$ cat config.mk
export PLATFORM = sky130hd
export DESIGN_NAME = multicycle_control
export DESIGN_NICKNAME = d
export VERILOG_FILES = /design/src/rtl/mips_pkg.sv /design/src/rtl/instr_counter.sv /design/src/rtl/multicycle_control.sv
export SDC_FILE = /design/constraint.sdc
export NUM_CORES = 1
export LEC_CHECK = 0
export BUFFER_PORTS_ARGS = -buffer_cell sky130_fd_sc_hd__buf_2
export CAP_MARGIN = 30
export CORE_MARGIN = 1
export CORE_UTILIZATION = 45
export CTS_BUF_LIST = sky130_fd_sc_hd__clkbuf_4
export CTS_CLUSTER_DIAMETER = 80
export DETAILED_ROUTE_END_ITERATION = 12
export PLACE_DENSITY_LB_ADDON = 0.08
export SLEW_MARGIN = 10
export SYNTH_ARGS = -nofsm -noshare
export SYNTH_HDL_FRONTEND = slang
export SYNTH_SLANG_ARGS = --single-unit
$ cat constraint.sdc
create_clock -name i_Clk -period 3.7 [get_ports i_Clk]
set_clock_uncertainty 0.05 [all_clocks]
set_input_delay 0.37 -clock i_Clk [delete_from_list [all_inputs] [get_ports i_Clk]]
set_output_delay 0.37 -clock i_Clk [all_outputs]
set_load 0.02 [all_outputs]
$ cat src/rtl/mips_pkg.sv
// Shared encodings for the multi-cycle MIPS controller: opcodes, FSM states
// and the mux-select codes it drives into the datapath.
package mips_pkg;

    localparam logic [5:0] OP_RTYPE = 6'b000000;
    localparam logic [5:0] OP_LW    = 6'b100011;
    localparam logic [5:0] OP_SW    = 6'b101011;
    localparam logic [5:0] OP_BEQ   = 6'b000100;
    localparam logic [5:0] OP_BNE   = 6'b000101;
    localparam logic [5:0] OP_J     = 6'b000010;
    localparam logic [5:0] OP_ADDI  = 6'b001000;

    typedef enum logic [3:0] {
        ST_IDLE    = 4'd0,
        ST_FETCH   = 4'd1,
        ST_DECODE  = 4'd2,
        ST_MEMADR  = 4'd3,
        ST_MEMRD   = 4'd4,
        ST_MEMWB   = 4'd5,
        ST_MEMWR   = 4'd6,
        ST_EXEC    = 4'd7,
        ST_RWB     = 4'd8,
        ST_BEQ     = 4'd9,
        ST_BNE     = 4'd10,
        ST_JUMP    = 4'd11,
        ST_ADDI_EX = 4'd12,
        ST_ADDI_WB = 4'd13,
        ST_TRAP    = 4'd14,
        ST_UNUSED  = 4'd15
    } state_t;

    localparam logic [1:0] ALUOP_ADD   = 2'b00;
    localparam logic [1:0] ALUOP_SUB   = 2'b01;
    localparam logic [1:0] ALUOP_FUNCT = 2'b10;

    localparam logic [1:0] SRCB_RT     = 2'b00;
    localparam logic [1:0] SRCB_FOUR   = 2'b01;
    localparam logic [1:0] SRCB_IMM    = 2'b10;
    localparam logic [1:0] SRCB_IMM_SH = 2'b11;

    localparam logic [1:0] PCSRC_ALU    = 2'b00;
    localparam logic [1:0] PCSRC_ALUOUT = 2'b01;
    localparam logic [1:0] PCSRC_JUMP   = 2'b10;

    // Last cycle of an instruction; leaving one of these retires it.
    function automatic logic is_retire(input state_t s);
        return (s == ST_MEMWB) || (s == ST_MEMWR) || (s == ST_RWB) ||
               (s == ST_BEQ)   || (s == ST_BNE)   || (s == ST_JUMP) ||
               (s == ST_ADDI_WB);
    endfunction

endpackage

$ cat src/rtl/instr_counter.sv
// Wrapping retired-instruction counter with increment enable.
module instr_counter #(
    parameter int CNT_W = 16
) (
    input  logic             clk,
    input  logic             rst_n,
    input  logic             en,
    output logic [CNT_W-1:0] count
);

    always_ff @(posedge clk or negedge rst_n) begin
        if (!rst_n)
            count <= '0;
        else if (en)
            count <= count + 1'b1;
    end

endmodule

$ cat src/rtl/multicycle_control.sv
// Moore FSM sequencing a multi-cycle MIPS datapath; traps illegal opcodes
// and counts retired instructions for the debug display.
module multicycle_control
    import mips_pkg::*;
#(
    parameter int CNT_W = 16
) (
    input  logic             i_Clk,
    input  logic             i_Rst_n,
    input  logic             i_Run,
    input  logic [5:0]       i_Opcode,
    output logic             o_PCWrite,
    output logic             o_PCWriteCond,
    output logic             o_PCWriteCondNe,
    output logic             o_IorD,
    output logic             o_MemRead,
    output logic             o_MemWrite,
    output logic             o_IRWrite,
    output logic             o_MemtoReg,
    output logic             o_RegDst,
    output logic             o_RegWrite,
    output logic             o_ALUSrcA,
    output logic [1:0]       o_ALUSrcB,
    output logic [1:0]       o_ALUOp,
    output logic [1:0]       o_PCSource,
    output logic [3:0]       o_State,
    output logic             o_Illegal,
    output logic [CNT_W-1:0] o_InstrCount
);

    state_t state;
    state_t next_state;
    logic   is_store;
    logic   retire;

    always_ff @(posedge i_Clk or negedge i_Rst_n) begin
        if (!i_Rst_n)
            state <= ST_IDLE;
        else
            state <= next_state;
    end

    // The opcode is only guaranteed during DECODE, so remember lw vs sw for MEMADR.
    always_ff @(posedge i_Clk or negedge i_Rst_n) begin
        if (!i_Rst_n)
            is_store <= 1'b0;
        else if (state == ST_DECODE)
            is_store <= (i_Opcode == OP_SW);
    end

    assign retire = is_retire(state);

    always_comb begin
        next_state = state;
        case (state)
            ST_IDLE:    next_state = i_Run ? ST_FETCH : ST_IDLE;
            ST_FETCH:   next_state = ST_DECODE;
            ST_DECODE: begin
                case (i_Opcode)
                    OP_RTYPE:     next_state = ST_EXEC;
                    OP_LW, OP_SW: next_state = ST_MEMADR;
                    OP_BEQ:       next_state = ST_BEQ;
                    OP_BNE:       next_state = ST_BNE;
                    OP_J:         next_state = ST_JUMP;
                    OP_ADDI:      next_state = ST_ADDI_EX;
                    default:      next_state = ST_TRAP;
                endcase
            end
            ST_MEMADR:  next_state = is_store ? ST_MEMWR : ST_MEMRD;
            ST_MEMRD:   next_state = ST_MEMWB;
            ST_EXEC:    next_state = ST_RWB;
            ST_ADDI_EX: next_state = ST_ADDI_WB;
            ST_MEMWB, ST_MEMWR, ST_RWB, ST_BEQ, ST_BNE, ST_JUMP, ST_ADDI_WB:
                        next_state = i_Run ? ST_FETCH : ST_IDLE;
            ST_TRAP:    next_state = ST_TRAP;
            default:    next_state = ST_IDLE;
        endcase
    end

    always_comb begin
        o_PCWrite       = 1'b0;
        o_PCWriteCond   = 1'b0;
        o_PCWriteCondNe = 1'b0;
        o_IorD          = 1'b0;
        o_MemRead       = 1'b0;
        o_MemWrite      = 1'b0;
        o_IRWrite       = 1'b0;
        o_MemtoReg      = 1'b0;
        o_RegDst        = 1'b0;
        o_RegWrite      = 1'b0;
        o_ALUSrcA       = 1'b0;
        o_ALUSrcB       = SRCB_RT;
        o_ALUOp         = ALUOP_ADD;
        o_PCSource      = PCSRC_ALU;
        o_Illegal       = 1'b0;
        case (state)
            ST_FETCH: begin
                o_MemRead = 1'b1;
                o_IRWrite = 1'b1;
                o_PCWrite = 1'b1;
                o_ALUSrcB = SRCB_FOUR;
            end
            ST_DECODE:  o_ALUSrcB = SRCB_IMM_SH;
            ST_MEMADR, ST_ADDI_EX: begin
                o_ALUSrcA = 1'b1;
                o_ALUSrcB = SRCB_IMM;
            end
            ST_MEMRD: begin
                o_MemRead = 1'b1;
                o_IorD    = 1'b1;
            end
            ST_MEMWB: begin
                o_RegWrite = 1'b1;
                o_MemtoReg = 1'b1;
            end
            ST_MEMWR: begin
                o_MemWrite = 1'b1;
                o_IorD     = 1'b1;
            end
            ST_EXEC: begin
                o_ALUSrcA = 1'b1;
                o_ALUOp   = ALUOP_FUNCT;
            end
            ST_RWB: begin
                o_RegWrite = 1'b1;
                o_RegDst   = 1'b1;
            end
            ST_BEQ: begin
                o_ALUSrcA     = 1'b1;
                o_ALUOp       = ALUOP_SUB;
                o_PCWriteCond = 1'b1;
                o_PCSource    = PCSRC_ALUOUT;
            end
            ST_BNE: begin
                o_ALUSrcA       = 1'b1;
                o_ALUOp         = ALUOP_SUB;
                o_PCWriteCondNe = 1'b1;
                o_PCSource      = PCSRC_ALUOUT;
            end
            ST_JUMP: begin
                o_PCWrite  = 1'b1;
                o_PCSource = PCSRC_JUMP;
            end
            ST_ADDI_WB: o_RegWrite = 1'b1;
            ST_TRAP:    o_Illegal  = 1'b1;
            default: ;
        endcase
    end

    assign o_State = state;

    instr_counter #(.CNT_W(CNT_W)) u_instr_counter (
        .clk   (i_Clk),
        .rst_n (i_Rst_n),
        .en    (retire),
        .count (o_InstrCount)
    );

endmodule

==> results.json <==
{
  "status": "finished clean",
  "cp.arrival_ps": 1900,
  "routed-via-count": 1222,
  "synthTopCellsByArea": "dfrtp_1 (40%), xnor2_1 (9.3%), nand4_1 (4.3%), nor2_1 (4.3%), nand2_1 (4.0%)",
  "tns_ps": 0,
  "required_ps": 3280,
  "grt_max_degree": 22,
  "core_um2": 2760,
  "cp_cell_sequence": "nand2b_1 -> nand2_1 -> o211ai_1 -> o21ai_0 -> buf_2",
  "rows": 19,
  "portBuffers": 46,
  "timing.final.crit_share_pct": 62.6,
  "viasPerCell": 5.50,
  "r2r_start": "o_State[0]",
  "synth_top_area_share_pct": 39.8,
  "leakagePower_uw": 0.000753,
  "cts.sinks": 21,
  "reg2regPathDepth": 4,
  "ys_warn_count": 0,
  "synth_common_cells": "dfrtp_1 (21), nor2_1 (15), nand2_1 (14), xnor2_1 (14), nand4_1 (9)",
  "holdBufCountCts": 1,
  "start_util_pct": 47.9,
  "hold-worst-slack_ps": 269,
  "synth.distinct_cells": 38,
  "finalHoldViolations": 0,
  "yosysTopAreaCell": "dfrtp_1",
  "finalWirelength_um": 2800,
  "avgSynthCellArea_um2": 8.81,
  "track_usage_pct": 18.7,
  "syn_inst": 150,
  "finalWeightedCongestion": 0.762,
  "end_kind": "primary output",
  "grt_pass1_vias": 1060,
  "timing.fmax_ghz": 0.432,
  "die_w_um": 56.2,
  "die_h_um": 56.2,
  "yosys_most_used_dff": "dfrtp_1",
  "worstHoldPathType": "in2reg",
  "antenna_cells": 0,
  "synth_edf_count": 0,
  "post-place-ws_ps": 1670,
  "post_cts_buffers": 0,
  "dp_hpwl_um": 2050,
  "drtAntennaViolNets": 0,
  "root_buffer": "clkbuf_4",
  "min_period_ps": 2320,
  "ios": 47,
  "fin_util_pct": 57.2,
  "cts_buffers": 3,
  "setup_violations": 0,
  "synth-async-reset-ratio_pct": 100,
  "drv_slew": 0,
  "clockBufferDepth": 2,
  "clkSlewWorstSetupHoldPaths_ps": 110,
  "gr-total-overflow": 0,
  "syn_to_final_growth_pct": 19.4,
  "path_class": "reg2out",
  "post_dp_cell_area_um2": 1540,
  "crit_end": "o_ALUSrcA",
  "cts-htree-levels": 1,
  "netlist_area_um2": 1320,
  "die_area_um2": 3160,
  "rsz0062_at_grt": "false",
  "grt_pass1_wl_um": 4750,
  "reg2reg_slack_ps": 1650,
  "ys_seq_elements": 21,
  "synth.most_common_cell": "dfrtp_1",
  "syn_nets": 160,
  "final_area_um2": 1580,
  "layout_setup_ws_ps": 1380,
  "crit_start": "o_State[0]",
  "r2r_end": "u_instr_counter.count[3]",
  "tightest_slew_ps": 600,
  "powerDensity_nw_per_um2": 783,
  "crit_fanout": 18,
  "nets": 202,
  "drt_iter0_drc": 38,
  "ctsResizeCount": 0,
  "crit_slowest_cell": "dfrtp_1",
  "cap_viol_max_count": 0,
  "seq_area_frac_synth_pct": 39.8,
  "drive_gt1_share_pct": 27.7,
  "slowest_delay_ps": 690,
  "dr.pass1.iters": 5,
  "routedWlPerCell_um": 12.6,
  "clk_latency_ps": 290,
  "drc": 0,
  "start_kind": "flip-flop",
  "hp-start": "i_Opcode[4]",
  "slew_headroom_pct": 60.0,
  "tritoncts": "done",
  "vdd_drop_max_v": 0.000683,
  "antenna_found_initial": 0
}
through the flow:
| step | total power, uW | std cells |
|---|---|---|
| 3_3_place_gp | 1120 | 217 |
| 3_5_place_dp | 1130 | 217 |
| 4_1_cts | 1250 | 222 |
| 6_report | 1240 | 222 |
| 2_1_floorplan | 960 | 150 |
| 5_1_grt | 1340 | 222 |
flip-flops by register name, indices dropped and copies added, names as in the netlist:
name                   count
u_instr_counter.count     16
o_State                    4
is_store                   1
worst min-delay path by stage:
stage,end,depth (start not counted)
detailed placement,u_instr_counter.count[8],1
global route,is_store,2
CTS,is_store,2
floorplan,is_store,0
global placement,u_instr_counter.count[9],1
finish,is_store,2
power by group:
group,internal (uW),leakage [uW],switching (uW)
registers,289,0.000276,142
logic,262,0.000459,429
clock network,49.2,0.0000184,64.9
critical path, delay by kind of cell, from the launching register on:
kind	cells	cell delay, ps
flops	1	690
compound gates	2	180
simple gates	2	550
buf+inv	1	180
layer usage:
| layer | track usage (%) | vias up | routed length, um |
|---|---|---|---|
| met3 | 1.40 | 2 | 129 |
| met4 | 6.27 | 0 | 23 |
| met5 | 0 | - | 0 |
| met2 | 34.4 | 37 | 1420 |
| li1 | - | 617 | - |
| met1 | 22.9 | 566 | 1220 |
final cells by class:
cell class,count,area (um2)
Tap cell,31,38.8
Clock buffer,4,30.0
Timing Repair Buffer,47,240
Inverter,2,7.51
Sequential cell,21,526
Multi-Input combinational cell,117,736
Fill cell,266,1180
cell families (layout without fill, tap and decap cells):
kind of cell	after synthesis	in the layout	share of synthesized area, %
xor+xnor	17	17	11.3
mux	1	1	0.758
fa+ha+maj	1	1	0.947
compound gates	27	27	14.8
flops	21	21	39.8
buf+inv	12	53	4.55
simple gates	71	71	27.9
cell usage in the layout, fill, tap and decap left out, drive strengths merged, types with 2 or more instances in the layout:
cell type and instances:
a21oi 7, a31oi 2, and3 5, buf 46, clkbuf 4, dfrtp 21
inv 2, nand2 14, nand2b 8, nand3 6, nand4 9, nor2 15
nor2b 2, nor3 5, nor4 2, o21ai 6, o32ai 2, xnor2 14
xor2 3
(Power assumes the default switching activity.)
